==> config.mk <==
export PLATFORM = sky130hd
export DESIGN_NAME = multicycle_controller_flat
export DESIGN_NICKNAME = d
export VERILOG_FILES = /design/src/rtl/multicycle_controller_if.sv /design/src/rtl/multicycle_controller.sv /design/src/flat_wrapper.sv
export SDC_FILE = /design/constraint.sdc
export NUM_CORES = 1
export LEC_CHECK = 0
export CAP_MARGIN = 20
export CORE_MARGIN = 2
export CORE_UTILIZATION = 30
export CTS_CLUSTER_SIZE = 28
export DETAILED_ROUTE_END_ITERATION = 16
export PLACE_DENSITY_LB_ADDON = 0.08
export REMOVE_ABC_BUFFERS = 1
export SLEW_MARGIN = 0
export SYNTH_ARGS = -nofsm -noshare
export SYNTH_HDL_FRONTEND = slang
export SYNTH_SLANG_ARGS = --single-unit
==> constraint.sdc <==
create_clock -name clk -period 1.9 [get_ports clk]
set_input_delay 0.38 -clock clk [delete_from_list [all_inputs] [get_ports clk]]
set_output_delay 0.38 -clock clk [all_outputs]
set_load 0.005 [all_outputs]
==> src/rtl/multicycle_controller_if.sv <==
// Handshake/strobe bundle between the multicycle controller and its datapath.
// The slave modport is the controller; the master modport is the datapath side.
interface multicycle_controller_if;
  logic        run;
  logic [5:0]  op_in;
  logic [5:0]  func_in;
  logic        zero_in;
  logic        mem_ready;

  logic        pc_write;
  logic        ir_write;
  logic        mem_read;
  logic        mem_write;
  logic        reg_write;
  logic        reg_dst;
  logic        mem_to_reg;
  logic        alu_src_a;
  logic [1:0]  alu_src_b;
  logic [3:0]  alu_cntrl;
  logic [1:0]  pc_src;
  logic [3:0]  state;
  logic        illegal;
  logic [15:0] retired;

  modport master (
    output run, op_in, func_in, zero_in, mem_ready,
    input  pc_write, ir_write, mem_read, mem_write, reg_write, reg_dst, mem_to_reg,
           alu_src_a, alu_src_b, alu_cntrl, pc_src, state, illegal, retired
  );

  modport slave (
    input  run, op_in, func_in, zero_in, mem_ready,
    output pc_write, ir_write, mem_read, mem_write, reg_write, reg_dst, mem_to_reg,
           alu_src_a, alu_src_b, alu_cntrl, pc_src, state, illegal, retired
  );
endinterface

==> src/rtl/multicycle_controller.sv <==
// Multicycle MIPS-style control FSM with a retired-instruction counter.
// Define MEM_WAIT_EN to make FETCH/MEM_RD/MEM_WR wait for mem_ready.
module multicycle_controller (
  input  logic                    clk,
  input  logic                    rst_n,
  multicycle_controller_if.slave  bus
);

  localparam logic [3:0] IDLE      = 4'd0;
  localparam logic [3:0] FETCH     = 4'd1;
  localparam logic [3:0] DECODE    = 4'd2;
  localparam logic [3:0] MEM_ADDR  = 4'd3;
  localparam logic [3:0] MEM_RD    = 4'd4;
  localparam logic [3:0] MEM_WB    = 4'd5;
  localparam logic [3:0] MEM_WR    = 4'd6;
  localparam logic [3:0] R_EXEC    = 4'd7;
  localparam logic [3:0] R_WB      = 4'd8;
  localparam logic [3:0] BRANCH    = 4'd9;
  localparam logic [3:0] JUMP      = 4'd10;
  localparam logic [3:0] ADDI_EXEC = 4'd11;
  localparam logic [3:0] ADDI_WB   = 4'd12;

  localparam logic [5:0] OP_RTYPE = 6'b000000;
  localparam logic [5:0] OP_LW    = 6'b100011;
  localparam logic [5:0] OP_SW    = 6'b101011;
  localparam logic [5:0] OP_BEQ   = 6'b000100;
  localparam logic [5:0] OP_J     = 6'b000010;
  localparam logic [5:0] OP_ADDI  = 6'b001000;

  localparam logic [5:0] FN_NOP = 6'b000000;
  localparam logic [5:0] FN_ADD = 6'b100000;
  localparam logic [5:0] FN_SUB = 6'b100010;
  localparam logic [5:0] FN_AND = 6'b100100;
  localparam logic [5:0] FN_OR  = 6'b100101;
  localparam logic [5:0] FN_SLT = 6'b101010;

  localparam logic [3:0] ALU_ADD = 4'b0000;
  localparam logic [3:0] ALU_SUB = 4'b0001;
  localparam logic [3:0] ALU_AND = 4'b0010;
  localparam logic [3:0] ALU_SLT = 4'b0100;
  localparam logic [3:0] ALU_OR  = 4'b0101;

  logic [3:0]  state_q, state_d;
  logic [15:0] retired_q;
  logic        mem_done;
  logic        complete;
  logic        is_nop;
  logic        is_illegal;
  logic [3:0]  r_alu;

`ifdef MEM_WAIT_EN
  assign mem_done = bus.mem_ready;
`else
  // Memory is single-cycle in this build; mem_ready is intentionally unused.
  logic unused_mem_ready;
  assign unused_mem_ready = bus.mem_ready;
  assign mem_done         = 1'b1;
`endif

  // Instruction classification from the instruction register fields.
  always_comb begin
    // NOTE: every always_comb output gets a default first so no path infers a latch.
    is_nop     = 1'b0;
    is_illegal = 1'b0;
    r_alu      = ALU_ADD;
    case (bus.op_in)
      OP_LW, OP_SW, OP_BEQ, OP_J, OP_ADDI: ;
      OP_RTYPE: begin
        case (bus.func_in)
          FN_NOP: is_nop = 1'b1;
          FN_ADD: r_alu  = ALU_ADD;
          FN_SUB: r_alu  = ALU_SUB;
          FN_AND: r_alu  = ALU_AND;
          FN_OR:  r_alu  = ALU_OR;
          FN_SLT: r_alu  = ALU_SLT;
          default: is_illegal = 1'b1;
        endcase
      end
      default: is_illegal = 1'b1;
    endcase
  end

  // Next state; NOP and illegal instructions retire straight out of DECODE.
  always_comb begin
    state_d  = state_q;
    complete = 1'b0;
    case (state_q)
      IDLE:     if (bus.run) state_d = FETCH;
      FETCH:    if (mem_done) state_d = DECODE;
      DECODE: begin
        if (is_nop || is_illegal) begin
          complete = 1'b1;
        end else begin
          case (bus.op_in)
            OP_LW, OP_SW: state_d = MEM_ADDR;
            OP_RTYPE:     state_d = R_EXEC;
            OP_BEQ:       state_d = BRANCH;
            OP_J:         state_d = JUMP;
            OP_ADDI:      state_d = ADDI_EXEC;
            default:      complete = 1'b1;
          endcase
        end
      end
      MEM_ADDR:  state_d = (bus.op_in == OP_SW) ? MEM_WR : MEM_RD;
      MEM_RD:    if (mem_done) state_d = MEM_WB;
      MEM_WR:    complete = mem_done;
      R_EXEC:    state_d = R_WB;
      ADDI_EXEC: state_d = ADDI_WB;
      MEM_WB, R_WB, BRANCH, JUMP, ADDI_WB: complete = 1'b1;
      default:   state_d = IDLE;
    endcase
    if (complete) state_d = bus.run ? FETCH : IDLE;
  end

  // Datapath strobes are a pure decode of the current state.
  always_comb begin
    bus.pc_write   = 1'b0;
    bus.ir_write   = 1'b0;
    bus.mem_read   = 1'b0;
    bus.mem_write  = 1'b0;
    bus.reg_write  = 1'b0;
    bus.reg_dst    = 1'b0;
    bus.mem_to_reg = 1'b0;
    bus.alu_src_a  = 1'b0;
    bus.alu_src_b  = 2'd0;
    bus.alu_cntrl  = ALU_ADD;
    bus.pc_src     = 2'd0;
    bus.illegal    = 1'b0;
    case (state_q)
      FETCH: begin
        bus.mem_read  = 1'b1;
        bus.alu_src_b = 2'd1;
        bus.ir_write  = mem_done;
        bus.pc_write  = mem_done;
      end
      DECODE: begin
        bus.alu_src_b = 2'd3;
        bus.illegal   = is_illegal;
      end
      MEM_ADDR: begin
        bus.alu_src_a = 1'b1;
        bus.alu_src_b = 2'd2;
      end
      MEM_RD: bus.mem_read = 1'b1;
      MEM_WB: begin
        bus.reg_write  = 1'b1;
        bus.mem_to_reg = 1'b1;
      end
      MEM_WR: bus.mem_write = 1'b1;
      R_EXEC: begin
        bus.alu_src_a = 1'b1;
        bus.alu_cntrl = r_alu;
      end
      R_WB: begin
        bus.reg_write = 1'b1;
        bus.reg_dst   = 1'b1;
      end
      BRANCH: begin
        bus.alu_src_a = 1'b1;
        bus.alu_cntrl = ALU_SUB;
        bus.pc_src    = 2'd1;
        bus.pc_write  = bus.zero_in;
      end
      JUMP: begin
        bus.pc_src   = 2'd2;
        bus.pc_write = 1'b1;
      end
      ADDI_EXEC: begin
        bus.alu_src_a = 1'b1;
        bus.alu_src_b = 2'd2;
      end
      ADDI_WB: bus.reg_write = 1'b1;
      default: ;
    endcase
  end

  always_ff @(posedge clk or negedge rst_n) begin
    if (!rst_n) begin
      state_q   <= IDLE;
      retired_q <= 16'd0;
    end else begin
      // NOTE: state registers use non-blocking assignment so every flop samples pre-edge values.
      state_q <= state_d;
      if (complete) retired_q <= retired_q + 16'd1;
    end
  end

  assign bus.state   = state_q;
  assign bus.retired = retired_q;

endmodule

==> src/flat_wrapper.sv <==
// flat-port wrapper written by rule: the top's interface ports become plain ports
module multicycle_controller_flat 
  (clk, rst_n, bus_run, bus_op_in, bus_func_in, bus_zero_in, bus_mem_ready, bus_pc_write, bus_ir_write, bus_mem_read, bus_mem_write, bus_reg_write, bus_reg_dst, bus_mem_to_reg, bus_alu_src_a, bus_alu_src_b, bus_alu_cntrl, bus_pc_src, bus_state, bus_illegal, bus_retired);
  multicycle_controller_if bus_i ();
  input  logic clk;
  input  logic rst_n;
  input wire logic [$bits(bus_i.run)-1:0] bus_run;
  input wire logic [$bits(bus_i.op_in)-1:0] bus_op_in;
  input wire logic [$bits(bus_i.func_in)-1:0] bus_func_in;
  input wire logic [$bits(bus_i.zero_in)-1:0] bus_zero_in;
  input wire logic [$bits(bus_i.mem_ready)-1:0] bus_mem_ready;
  output wire logic [$bits(bus_i.pc_write)-1:0] bus_pc_write;
  output wire logic [$bits(bus_i.ir_write)-1:0] bus_ir_write;
  output wire logic [$bits(bus_i.mem_read)-1:0] bus_mem_read;
  output wire logic [$bits(bus_i.mem_write)-1:0] bus_mem_write;
  output wire logic [$bits(bus_i.reg_write)-1:0] bus_reg_write;
  output wire logic [$bits(bus_i.reg_dst)-1:0] bus_reg_dst;
  output wire logic [$bits(bus_i.mem_to_reg)-1:0] bus_mem_to_reg;
  output wire logic [$bits(bus_i.alu_src_a)-1:0] bus_alu_src_a;
  output wire logic [$bits(bus_i.alu_src_b)-1:0] bus_alu_src_b;
  output wire logic [$bits(bus_i.alu_cntrl)-1:0] bus_alu_cntrl;
  output wire logic [$bits(bus_i.pc_src)-1:0] bus_pc_src;
  output wire logic [$bits(bus_i.state)-1:0] bus_state;
  output wire logic [$bits(bus_i.illegal)-1:0] bus_illegal;
  output wire logic [$bits(bus_i.retired)-1:0] bus_retired;
  assign bus_i.run = bus_run;
  assign bus_i.op_in = bus_op_in;
  assign bus_i.func_in = bus_func_in;
  assign bus_i.zero_in = bus_zero_in;
  assign bus_i.mem_ready = bus_mem_ready;
  assign bus_pc_write = bus_i.pc_write;
  assign bus_ir_write = bus_i.ir_write;
  assign bus_mem_read = bus_i.mem_read;
  assign bus_mem_write = bus_i.mem_write;
  assign bus_reg_write = bus_i.reg_write;
  assign bus_reg_dst = bus_i.reg_dst;
  assign bus_mem_to_reg = bus_i.mem_to_reg;
  assign bus_alu_src_a = bus_i.alu_src_a;
  assign bus_alu_src_b = bus_i.alu_src_b;
  assign bus_alu_cntrl = bus_i.alu_cntrl;
  assign bus_pc_src = bus_i.pc_src;
  assign bus_state = bus_i.state;
  assign bus_illegal = bus_i.illegal;
  assign bus_retired = bus_i.retired;
  multicycle_controller u_core (.clk(clk), .rst_n(rst_n), .bus(bus_i));
endmodule
==> run_results.csv, run 1 <==
group,metric,value,unit
synthesis,synth_top_area_frac,0.364,
synthesis,synth-xor-area-share,0.108,
drt,viasPerCell,5.05,
timing,fmax,517,MHz
synthesis,synth_common_cells,"dfrtp_1 (20), nor2_1 (20), nand2_1 (18)",
setup_path,path_max_fanout,4,
synthesis,yosys-mux-area-fraction,0.0164,
place,portBuffers,51,
grt,grt_pass1_wl,6.84,mm
timing,hold_violations,0,
layout,diodes,0,
die,rows,24,
setup_path,cpPeakStageDelay,0.51,ns
synthesis,synthCells,162,
setup_path,cp_cell_sequence,"buf_8 > buf_6 > or4_1 > a31oi_1 > buf_4 > a21oi_2 > buf_2",
clocking,cts_buffers,3,
synthesis,ys_warn_count,0,
setup_path,r2r-end,"u_core.bus.retired[11]",
die,die_w,71.7,µm
clocking,cts-htree-levels,1,
synthesis,synth.distinct_cells,39,
die,initial_utilization,0.313,
layout,drive_above_1_share,0.369,
layout,nets,272,
setup_path,rr_startpoint,"u_core.bus.state[2]",
timing,rsz0062_at_grt,"yes",
drt,wl_per_cell,13.6,µm
synthesis,synth-main-ff-cell,"dfrtp_1",
place,pre_cts_slack,-0.983,ns
setup_path,cp.required,1.52,ns
synthesis,synth-simple-area-share,0.304,
worst_hold_path,hold_path.class,"in2async",
timing,drv_slew,0,
setup_path,cp_data_arrival_time,1.56,ns
clocking,cts_tree,"yes",
synthesis,ys_ff_latch,20,
timing,setup-violations-final,8,
setup_path,critPathSlowestCell,"or4_1",
drt,route.vias.total,1534,
setup_path,start_kind,"primary input",
run,max_cap_viol_count,0,
layout,nFillCells,420,
setup_path,endpoint_kind,"output port",
setup_path,crit_buf_inv,4,
clocking,clock-sinks,20,
setup_path,reg2reg_depth,9,
timing,fin_ws,-0.0358,ns
setup_path,crit_family,"simple AND/OR/NAND/NOR gates",
synthesis,async_flop_share,1.00,
outcome,failed_checks,"setup timing",
power,p_leak,0.00109,µW
clocking,cts_root_buf,"clkbuf_8",
grt,grt.total_usage,0.165,
synthesis,synth_compound_area_frac,0.141,
die,io_pins,54,
synthesis,synth_area_per_cell,8.48,µm²
drt,finalWirelength,4.14,mm
clocking,cts.clk_slew.worst_paths,0.07,ns
outcome,status,"complete, but fails checks",
drt,drt_iter0_markers,48,
clocking,cts_hold_buf,0,
synthesis,ys_top_cells_by_area,"dfrtp_1 (36%), xnor2_1 (5.7%), nor2_1 (5.5%)",
die,dieArea,5140,µm²
drt,drt_pre_antenna_iters,4,
timing,timing.final.crit_share,1.02,
clocking,clk_path_buf_depth,2,
synthesis,synth_top_family_by_area,"simple AND/OR/NAND/NOR gates",
grt,antenna_found_initial,0,
synthesis,yosysSeqAreaShare,0.364,
layout,stdcell_count,304,
die,die_h,71.7,µm
grt,first_global_vias,1487,
place,place_congestion,0.893,
synthesis,synth_edf_count,0,
place,dpl.hpwl,3.04,mm
power,ir_worst_vdd,0.000508,V
setup_path,worst-setup-path-type,"in2out",
layout,area_growth,79.1,%
synthesis,synth_top_cell_by_area,"dfrtp_1",
power,power_density,1050,nW/µm²
synthesis,synthAdderAreaFrac,0.00911,
die,core,4380,µm²
setup_path,rrSetupSlack,-0.02,ns
drt,ant_nets,0,
timing,holdWs,0.464,ns
synthesis,synth_area,1370,µm²
grt,grt_max_degree,21,
place,dpl.cell_count,287,
clocking,clk_latency,0.26,ns
setup_path,startpoint,"bus_op_in[5]",
timing,finClkSkew,0.00225,ns
grt,grt_overflow,0,
drt,route.detailed.drc,0,
timing,fin_crit,1.94,ns
==> placed cells by master (no fill, tap or decap), drive strengths merged, types with 2 or more instances in the layout <==
cell / netlist / layout
a21oi: 12 / 12
a31oi: 7 / 7
and3: 4 / 4
buf: 7 / 52
clkbuf: 1 / 3
clkdlybuf4s15: 0 / 2
clkdlybuf4s50: 0 / 24
dfrtp: 20 / 20
dlygate4sd2: 0 / 16
inv: 4 / 4
mux2: 2 / 2
nand2: 18 / 18
nand2b: 4 / 4
nand3: 5 / 5
nand4: 4 / 4
nor2: 20 / 20
nor2b: 2 / 2
nor3: 11 / 11
nor4: 4 / 4
o21a: 2 / 2
o21ai: 4 / 5
or3: 2 / 2
xnor2: 9 / 9
xor2: 8 / 8
==> where the power goes <==
part / leakage, µW / internal (µW) / total (µW) / switching, µW
clock network: 0.0000216 / 141 / 279 / 137
logic: 0.000829 / 901 / 1700 / 794
registers: 0.000236 / 511 / 606 / 94.9
total: 0.00109 / 1550 / 2580 / 1030
==> logic make-up (layout without fill, tap and decap cells) <==
| logic type | Yosys count | in the layout |
|---|---|---|
| flops | 20 | 20 |
| other cells | 1 | 1 |
| compound gates | 31 | 32 |
| xor+xnor | 17 | 17 |
| buf+inv | 12 | 101 |
| simple gates | 78 | 78 |
| fa+ha+maj | 1 | 1 |
| mux | 2 | 2 |
==> worst register-to-register path: cells and delay by family (launching register included) <==
family / cells / cell delay [ns]
flip-flops: 1 / 0.43
buffers and inverters: 3 / 0.47
AO/OA/AOI/OAI: 3 / 0.35
AND/OR/NAND/NOR: 2 / 0.42
XOR/XNOR: 1 / 0.17
==> repair_timing <==
item                                    4_1_cts  5_1_grt
setup buffers                                10        4
gates resized for setup                      99       17
endpoints found under the setup margin       35       23
pin swaps                                    13       15
cloned                                        1        0
==> how the worst max path moves through the flow <==
stage / cells after the start / to / slack (ns)
after floorplan: 6 / u_core.bus.retired[10] / -0.08
after global placement: 7 / bus_alu_cntrl[1] / -0.94
after detailed placement: 7 / bus_alu_cntrl[1] / -0.98
after CTS: 7 / bus_alu_cntrl[1] / -0.1
after global routing: 10 / u_core.bus.retired[3] / -0.12
final: 7 / bus_illegal / -0.04
==> registers in the layout, summed over array words and instances, names as in the netlist <==
signal / cells
u_core.bus.retired: 16
u_core.bus.state: 4
==> metrics by stage <==
stage,setup TNS [ns],area [µm²],total power (µW),utilization
floorplan,-0.551,1320,1180,-
CTS,-0.253,2380,2450,0.542
detailed placement,-17.09,2130,1980,0.485
global placement,-16.05,2130,1960,0.485
global route,-1.07,2460,2750,0.561
finish,-0.203,2460,2580,0.561
==> routing by layer <==
layer  share of wire  global-route usage  vias up
met5               0                   0        -
met4          0.0087              0.0294        0
met3           0.039              0.0408        4
met2            0.50               0.284       37
met1            0.45               0.213      738
li1                -                   -      755
==> cell type report <==
class                           instances  area (µm²)  area share
Multi-Input combinational cell        131         997       0.405
Timing Repair Buffer                   94         842       0.342
Sequential cell                        20         500       0.203
Tap cell                               52        65.1      0.0264
Clock buffer                            3        41.3      0.0168
Inverter                                4        15.0     0.00610
Note: power is estimated with default switching activity, not from simulation.
==> run 2, diff against run 1 <==
- CORE_MARGIN: 2 -> not set
- CORE_UTILIZATION: 30 -> 39
==> run 2 against run 1 <==
  * The run still ends with setup timing left
  * Largest cell class unchanged
  * Clock power is 23% higher
  * Setup slack worse by 0.042 ns
  * Sequential share of layout area is 0.31 points higher
  * Highest routed layer unchanged
  * Cell count is 3.9% lower
  * Global-route usage is 6.3 points higher
  * Clock skew is 0.0056 ns higher
  * Sequential power hardly changed
  * Hold slack worse by 0.071 ns
  * Non-clock buffer count is 6 lower
  * Core utilization is 16 points higher
  * Critical path type is now in2reg
  * First-iteration DRC count is 17% lower
==> run_results.csv, run 2 (same netlist as run 1, synthesis figures left out) <==
group,metric,value,unit
power,p_leak,0.00109,µW
layout,largest_register_ffs,16,
setup_path,r2r-end,"u_core.bus.retired[11]",
clocking,cts_tree,"yes",
timing,fin_crit,1.98,ns
power,ir_worst_vdd,0.000791,V
drt,wl_per_cell,14.1,µm
power,power_density,1060,nW/µm²
setup_path,crit_buf_inv,4,
timing,drv_slew,0,
grt,first_global_vias,1469,
outcome,failed_checks,"setup timing",
layout,area_growth,76.9,%
layout,diodes,0,
die,io_pins,54,
layout,final_cell_mix,"buf_4 (25), clkdlybuf4s50_1 (23), dfrtp_1 (19), nor2_1 (14), nand2_1 (12)",
timing,timing.final.crit_share,1.04,
layout,multi_input_area,998,µm²
die,die_h,61.4,µm
setup_path,crit_cells,10,
timing,setup_tns,-0.650,ns
clocking,cts_buffers,3,
clocking,clk_path_buf_depth,2,
setup_path,crit_family,"simple AND/OR/NAND/NOR gates",
layout,seq_area,502,µm²
setup_path,path_max_fanout,8,
die,dieArea,3760,µm²
setup_path,cp_cell_sequence,"buf_8 > buf_6 > or4_4 > a31oi_4 > buf_6 > o21a_4 > o21a_1 > buf_12 > nor3_4 > xor2_1",
drt,finalWirelength,4.12,mm
setup_path,worst-setup-path-type,"in2reg",
outcome,status,"complete, but fails checks",
worst_hold_path,hold_path.class,"in2async",
clocking,cts-htree-levels,1,
drt,viasPerCell,5.27,
setup_path,endpoint_kind,"flip-flop",
timing,holdWs,0.393,ns
layout,nFillCells,284,
die,initial_utilization,0.408,
drt,route.detailed.drc,0,
setup_path,cpPeakStageDelay,0.53,ns
timing,setup-violations-final,13,
setup_path,crit_end,"u_core.bus.retired[14]",
setup_path,startpoint,"bus_op_in[0]",
place,place_congestion,0.850,
setup_path,cp.required,2.09,ns
setup_path,crit_path_frequent_cell,"buf_6",
run,max_cap_viol_count,0,
clocking,clock-sinks,20,
place,dpl.hpwl,2.92,mm
setup_path,reg2reg_depth,7,
timing,rsz0062_at_grt,"yes",
grt,antenna_found_initial,0,
setup_path,critPathSlowestCell,"or4_4",
layout,nets,265,
die,rows,21,
clocking,cts.clk_slew.worst_paths,0.11,ns
grt,grt.total_usage,0.228,
setup_path,rrSetupSlack,0,ns
power,power,2590,µW
setup_path,rr_startpoint,"u_core.bus.state[2]",
setup_path,start_kind,"primary input",
place,portBuffers,51,
die,die_w,61.4,µm
clocking,clk_latency,0.30,ns
setup_path,cp_data_arrival_time,2.17,ns
grt,grt_overflow,0,
clocking,cts_root_buf,"clkbuf_4",
place,pre_cts_slack,-1.02,ns
die,core,3360,µm²
drt,route.vias.total,1539,
timing,hold_violations,0,
drt,drt_iter0_markers,40,
layout,drive_above_1_share,0.382,
drt,ant_nets,0,
grt,grt_max_degree,21,
timing,fmax,506,MHz
drt,drt_pre_antenna_iters,4,
grt,grt_pass1_wl,6.40,mm
timing,finClkSkew,0.00784,ns
timing,fin_ws,-0.0777,ns
layout,layout_commonest_cell,"buf_4",
## run 2: area by class of cell
cell class | count | area share
inverters | 4 | 0.00618
clock buffers | 3 | 0.00927
repair buffers | 88 | 0.331
flip-flops and latches | 20 | 0.206
multi-input cells | 130 | 0.411
clock inverters | 1 | 0.0124
well taps | 46 | 0.0237
## run 2: per-stage QoR
stage          utilization  cell area, µm²  instances
2_1_floorplan            -            1320        154
3_3_place_gp         0.631            2120        281
3_5_place_dp         0.631            2120        281
4_1_cts              0.688            2310        288
5_1_grt              0.722            2430        292
6_report             0.722            2430        292
## run 2: power by group
group	total (µW)	switching [µW]	internal, µW
sequential	609	97.8	511
combinational	1630	796	837
clock	344	131	213
total	2590	1020	1560
## run 2: how the worst min path moves through the flow
| stage | startpoint | to | slack (ns) |
|---|---|---|---|
| 6_report | rst_n | u_core.bus.state[3] | 0.39 |
| 5_1_grt | rst_n | u_core.bus.state[3] | 0.40 |
| 4_1_cts | rst_n | u_core.bus.state[0] | 0.39 |
| 3_5_place_dp | u_core.bus.retired[15] | u_core.bus.retired[15] | 0.47 |
| 3_3_place_gp | u_core.bus.retired[15] | u_core.bus.retired[15] | 0.46 |
| 2_1_floorplan | rst_n | u_core.bus.retired[0] | 0.08 |
## run 2: metal layers
metal	track usage	part of all wire	wire length [µm]
met4	0.0540	0.012	48
met2	0.433	0.53	2200
met5	0	0	0
met1	0.266	0.42	1710
met3	0.0399	0.039	159
## run 2: repair_timing
item,CTS,global route
setup buffers,3,4
setup endpoints to repair,35,30
pin swaps,9,15
hold buffers,0,0
resized for setup,91,41
==> run 3, diff against run 2 <==
- CORE_MARGIN: not set -> 2
==> run 3 against run 2 <==
  * The run still ends with setup timing left
  * Final area rose by 3.8%
  * Maximum frequency is 1.4% lower
  * Clock skew fell by 0.0035 ns
  * Largest power group unchanged
  * Highest routed layer unchanged
==> run_results.csv, run 3 (same netlist as run 1, synthesis figures left out) <==
group,metric,value,unit
setup_path,crit_path_frequent_cell,"buf_6",
worst_hold_path,hold_path.class,"in2async",
clocking,cts-htree-levels,1,
place,place_congestion,0.825,
setup_path,r2r-end,"u_core.bus.retired[5]",
layout,area_growth,83.6,%
timing,fin_ws,-0.106,ns
grt,grt.total_usage,0.221,
grt,grt_max_degree,21,
drt,route.detailed.drc,0,
setup_path,start_kind,"flip-flop",
drt,wl_per_cell,14.6,µm
die,die_w,63.4,µm
place,dpl-instance-area,2150,µm²
layout,drive_above_1_share,0.416,
timing,fin_crit,2.01,ns
drt,viasPerCell,5.27,
power,power_density,1020,nW/µm²
layout,nFillCells,280,
setup_path,startpoint,"u_core.bus.state[0]",
power,ir_worst_vdd,0.000881,V
clocking,clk_path_buf_depth,2,
drt,drt_pre_antenna_iters,4,
clocking,cts_buffers,3,
setup_path,cp_data_arrival_time,2.20,ns
timing,setup_tns,-1.26,ns
clocking,clock-sinks,20,
timing,fmax,498,MHz
die,die_h,63.4,µm
grt,grt_overflow,0,
place,dpl.cell_count,285,
clocking,clk_latency,0.30,ns
clocking,cts.clk_slew.worst_paths,0.11,ns
drt,ant_nets,0,
setup_path,cp_cell_sequence,"buf_6 > nand2b_4 > or3_4 > buf_6 > buf_4 > o21ai_4 > nand4_1 > xnor2_1",
setup_path,rr_startpoint,"u_core.bus.state[0]",
die,core,3360,µm²
timing,timing.final.crit_share,1.06,
setup_path,crit_end,"u_core.bus.retired[5]",
clocking,cts_root_buf,"clkbuf_4",
die,io_pins,54,
timing,setup-violations-final,20,
clocking,cts_tree,"yes",
setup_path,cpPeakStageDelay,0.41,ns
setup_path,critPathSlowestCell,"dfrtp_1",
timing,drv_slew,0,
outcome,failed_checks,"setup timing",
drt,finalWirelength,4.44,mm
drt,drt_iter0_markers,46,
place,pre_cts_slack,-0.940,ns
setup_path,worst-setup-path-type,"reg2reg",
outcome,status,"complete, but fails checks",
die,dieArea,4010,µm²
layout,final_cell_area,2520,µm²
setup_path,reg2reg_depth,8,
power,p_leak,0.00115,µW
layout,nets,277,
die,rows,21,
layout,layout_commonest_cell,"buf_4",
timing,rsz0062_at_grt,"yes",
grt,grt_pass1_wl,7.19,mm
place,portBuffers,51,
die,initial_utilization,0.408,
layout,diodes,0,
timing,finClkSkew,0.00432,ns
grt,first_global_vias,1616,
clocking,cts_hold_buf,0,
power,power,2580,µW
drt,route.vias.total,1596,
layout,largest_register_ffs,16,
setup_path,endpoint_kind,"flip-flop",
layout,final_cell_mix,"buf_4 (34), clkdlybuf4s50_1 (24), dfrtp_1 (20), buf_6 (16), nor2_1 (14)",
layout,stdcell_count,303,
setup_path,cp.required,2.09,ns
setup_path,path_max_fanout,6,
run,max_cap_viol_count,0,
grt,antenna_found_initial,0,
setup_path,rrSetupSlack,-0.11,ns
place,dpl.hpwl,2.95,mm
timing,hold_violations,0,
[run 3: worst min-delay path by stage]
stage          slack (ns)                     end  depth (start not counted)
6_report             0.41   u_core.bus.retired[8]                          2
3_5_place_dp         0.46  u_core.bus.retired[15]                          1
5_1_grt              0.42  u_core.bus.retired[11]                          2
3_3_place_gp         0.46  u_core.bus.retired[15]                          1
2_1_floorplan        0.08   u_core.bus.retired[0]                          0
4_1_cts              0.42   u_core.bus.retired[8]                          2
[run 3: cell type report]
cell class	count	area [µm²]	share of cell area
multi-input cells	131	1040	0.413
flip-flops and latches	20	500	0.198
inverters	4	15.0	0.00595
well taps	46	57.6	0.0228
repair buffers	99	886	0.351
clock buffers	3	22.5	0.00893
[run 3: power by group]
| part | leakage [µW] | internal [µW] | total (µW) | switching [µW] |
|---|---|---|---|---|
| clock | 0.0000138 | 73.9 | 199 | 125 |
| combinational | 0.000897 | 912 | 1770 | 863 |
| sequential | 0.000236 | 511 | 606 | 95.3 |
[run 3: repair_timing]
action / in CTS / in global routing
endpoints found under the setup margin: 35 / 28
gates cloned: 1 / 0
hold endpoints to repair: 0 / 0
setup buffers: 9 / 6
gates resized for setup: 108 / 29
pin swaps: 17 / 23
[run 3: routing by layer]
layer / global-route usage / vias to the layer above / wire length (µm)
met4: 0.0543 / 0 / 63
met2: 0.401 / 52 / 2320
met3: 0.0411 / 10 / 232
li1: - / 771 / -
met5: 0 / - / 0
met1: 0.267 / 763 / 1820
[run 3: per-stage QoR]
stage | hold slack [ns] | util
detailed placement | 0.462 | 0.640
finish | 0.406 | 0.750
floorplan | 0.0844 | -
global route | 0.423 | 0.750
CTS | 0.418 | 0.706
global placement | 0.455 | 0.640
[run 3: critical path: cells and delay by family, from the launching register on]
| kind | cells | cell delay, ns |
|---|---|---|
| and+or+nand+nor | 3 | 0.68 |
| xor gates and xnor gates | 1 | 0.15 |
| buffers and inverters | 3 | 0.40 |
| DFF | 1 | 0.41 |
| AOI/OAI and AO/OA | 1 | 0.25 |
==> patch: new RTL, flow settings as in run 3 <==
Build with the macro `MEM_WAIT_EN` defined.
--- a/src/rtl/multicycle_controller.sv
+++ b/src/rtl/multicycle_controller.sv
@@ -1,5 +1,7 @@
 // Multicycle MIPS-style control FSM with a retired-instruction counter.
 // Define MEM_WAIT_EN to make FETCH/MEM_RD/MEM_WR wait for mem_ready.
+`define MEM_WAIT_EN
+
 module multicycle_controller (
   input  logic                    clk,
   input  logic                    rst_n,
Function: changed (Yosys sat finds a counterexample within 4 cycles, from zero or initial values and one cycle with rst_n low).
==> patch against run 3 <==
The flow still finishes with violations (negative setup slack); register-to-register slack got worse by 120 ps; fmax decreased by 17%; routed wire length grew 7.9%; area after synthesis increased by 8.8%; non-clock buffer count rose by 10; largest power group unchanged; design area increased by 5.0%; sequential cell count unchanged; worst setup slack worse by 410 ps; final cell count increased by 3.6%; total power up 32%; first-iteration DRC count grew 91%; critical path depth grew 2.
==> patch: results (changes against run 3) <==
Yosys
  – Most frequent cells after synthesis: dfrtp_1 (20), nor2_1 (13), xnor2_1 (10) (was dfrtp_1 (20), nor2_1 (20), nand2_1 (18))
  – Asr flop ratio synth: 100.0% (unchanged)
  – Register area share after synthesis: 33.47% (was 36.43%)
  – Top cell type by total area after synthesis: dfrtp_1 (unchanged)
  – Yosys cell types: 57 (was 39)
  – Avg Synthesized Cell Area: 9.117 um^2 (was 8.480 um^2)
  – Largest cells by area after synthesis: dfrtp_1 (33%), xnor2_1 (5.9%), xnor2_2 (5.4%), nor2_1 (3.3%), o21ai_0 (2.7%) (was dfrtp_1 (36%), xnor2_1 (5.7%), nor2_1 (5.5%), xor2_1 (5.1%), nand2_1 (4.9%))
  – Ys Warns: 0 (unchanged)

Route
  – Initial DRC Count: 88 (was 46)
  – WL final: 4786 um (was 4437 um)
  – DR vias/cell: 5.341 (was 5.267)
  – First-pass detailed-route iteration total: 7 (was 4)
  – Wire per inst: 15.24 um (was 14.64 um)

STA
  – WHS: 452.5 ps (was 405.7 ps)
  – Max Clock Freq: 0.4139 GHz (was 0.4985 GHz)
  – Final setup vio count: 24 (was 20)
  – Worst-case clock skew: 4.759 ps (was 4.323 ps)
  – Final worst setup slack: -516.0 ps (was -106.1 ps)

GRT
  – Vias in the first global route: 1699 (was 1616)
  – Antenna violations before repair: 0 (unchanged)
  – First-pass GRT wire length: 8017 um (was 7189 um)
  – Gr usage total: 23.67% (was 22.10%)
  – Largest net degree at the start of global routing: 21 (unchanged)

Clocking
  – Num CTS Buffers: 3 (unchanged)
  – Max Buffers Root-to-Sink: 2 (unchanged)
  – Clock transition at path regs: 80 ps (was 110 ps)
  – Root buffer cell: clkbuf_8 (was clkbuf_4)
  – CTS H-tree lvls: 1 (unchanged)
  – Worst skew pair latency: 260 ps (was 300 ps)

Setup path
  – Crit path largest cell delay: 530 ps (was 410 ps)
  – R2r setup slk: -230 ps (was -110 ps)
  – Launch point of the worst reg-to-reg path: u_core.bus.state[0]$_DFFE_PN0P_ (unchanged)
  – Critical path arrival: 2560 ps (was 2200 ps)
  – Reg2reg path depth: 8 (unchanged)
  – RR Endpoint: u_core.bus.retired[11]$_DFFE_PN0N_ (was u_core.bus.retired[5]$_DFFE_PN0P_)
  – Crit Path Max Fanout: 6 (unchanged)
  – Slowest cell on the critical path: or4_4 (was dfrtp_1)

Place
  – Dpl hpwl: 3183 um (was 2954 um)
  – Routability congestion estimate: 0.8886 (was 0.8248)
  – Placed cell area: 2282 um^2 (was 2151 um^2)
  – DP Cell Count: 288 (was 285)
  – IO Port Bufs: 52 (was 51)

Power
  – Lkg Pwr: 1.254 nW (was 1.147 nW)
  – Worst vdd ir: 1054 uV (was 880.6 uV)

Outcome
  – Violated checks: negative setup slack (unchanged)
  – Outcome: complete, but fails checks (unchanged)

Cells and area
  – Antenna cells: 0 (unchanged)
  – Largest register FFs: 16 (unchanged)
  – Share of post-route cells with drive strength above 1: 40.60% (was 41.63%)

Floorplan
  – Core box area: 3661 um^2 (was 3363 um^2)

Hold path
  – Worst hold-check path type: input pin to async pin (unchanged)
-- patch: cell types whose count changed after synthesis, moves of 4 or more --
cell      delta
xor2_1       -6
o21ai_0      +5
xnor2_2      +5
nor3_1       -6
nand2_1     -10
a31oi_1      -5
clkbuf_1     +7
a21oi_1      -8
nor2_1       -7
nand2_2      +4
-- patch: kinds of logic after synthesis --
group	share of synthesized area (%)
flops	33.47
simple gates	29.96
compound gates	15.98
other cells	0.2508
mux	1.423
buf+inv	5.607
xor+xnor	12.47
fa+ha+maj	0.8367
-- patch: repair_timing --
item                                    CTS  global route
endpoints found under the setup margin   35            32
resized for setup                        80            15
cloned                                    1             0
pin swaps                                14             6
buffers inserted                         17             6
-- patch: critical path, delay by kind of cell --
| family | cells | cell delay [ps] |
|---|---|---|
| AOI/OAI and AO/OA | 1 | 120 |
| xor gates and xnor gates | 1 | 150 |
| buffers and inverters | 4 | 470 |
| and+or+nand+nor | 4 | 1420 |
-- patch: worst max path at each step --
stage,startpoint,end,slack [ps],cells past startpoint
after floorplan,bus_op_in[0],u_core.bus.retired[1]$_DFFE_PN0N_,-760,5
after global placement,bus_op_in[0],bus_alu_cntrl[1],-1230,6
after detailed placement,bus_op_in[0],bus_alu_cntrl[1],-1310,6
after CTS,bus_op_in[4],u_core.bus.retired[11]$_DFFE_PN0N_,-550,10
after global routing,bus_op_in[4],u_core.bus.retired[11]$_DFFE_PN0N_,-560,10
final,bus_op_in[4],u_core.bus.retired[11]$_DFFE_PN0N_,-520,10
-- patch: metrics by stage --
stage,TNS (ps),setup WS (ps)
3_3_place_gp,-25360,-1234
4_1_cts,-10830,-547.3
6_report,-10510,-516.0
5_1_grt,-11570,-563.6
2_1_floorplan,-13050,-755.3
3_5_place_dp,-26410,-1311
-- patch: power by group --
| group | switching [mW] | total (mW) | internal, mW | leakage [nW] |
|---|---|---|---|---|
| Clock | 0.139 | 0.419 | 0.281 | 0.0357 |
| Sequential | 0.128 | 0.660 | 0.532 | 0.263 |
| Combinational | 0.994 | 2.34 | 1.34 | 0.956 |
-- patch: layout make-up --
cell class	instances	area [um^2]
Inverter	4	15.01
Tap cell	48	60.06
Timing Repair Buffer	109	945.9
Clock buffer	3	41.29
Clock inverter	1	30.03
Fill cell	267	1013
Sequential cell	20	500.5
Multi-Input combinational cell	129	1055
-- patch: metal layers --
layer  wire length (um)  global-route usage, %  vias up  part of all wire (%)
li1                   -                      -      800                     -
met1               1977                  27.56      818                    41
met2               2558                  43.69       53                    53
met3                189                  2.896        6                   3.9
met4                 61                  9.115        0                   1.3
met5                  0                      0        -                     0
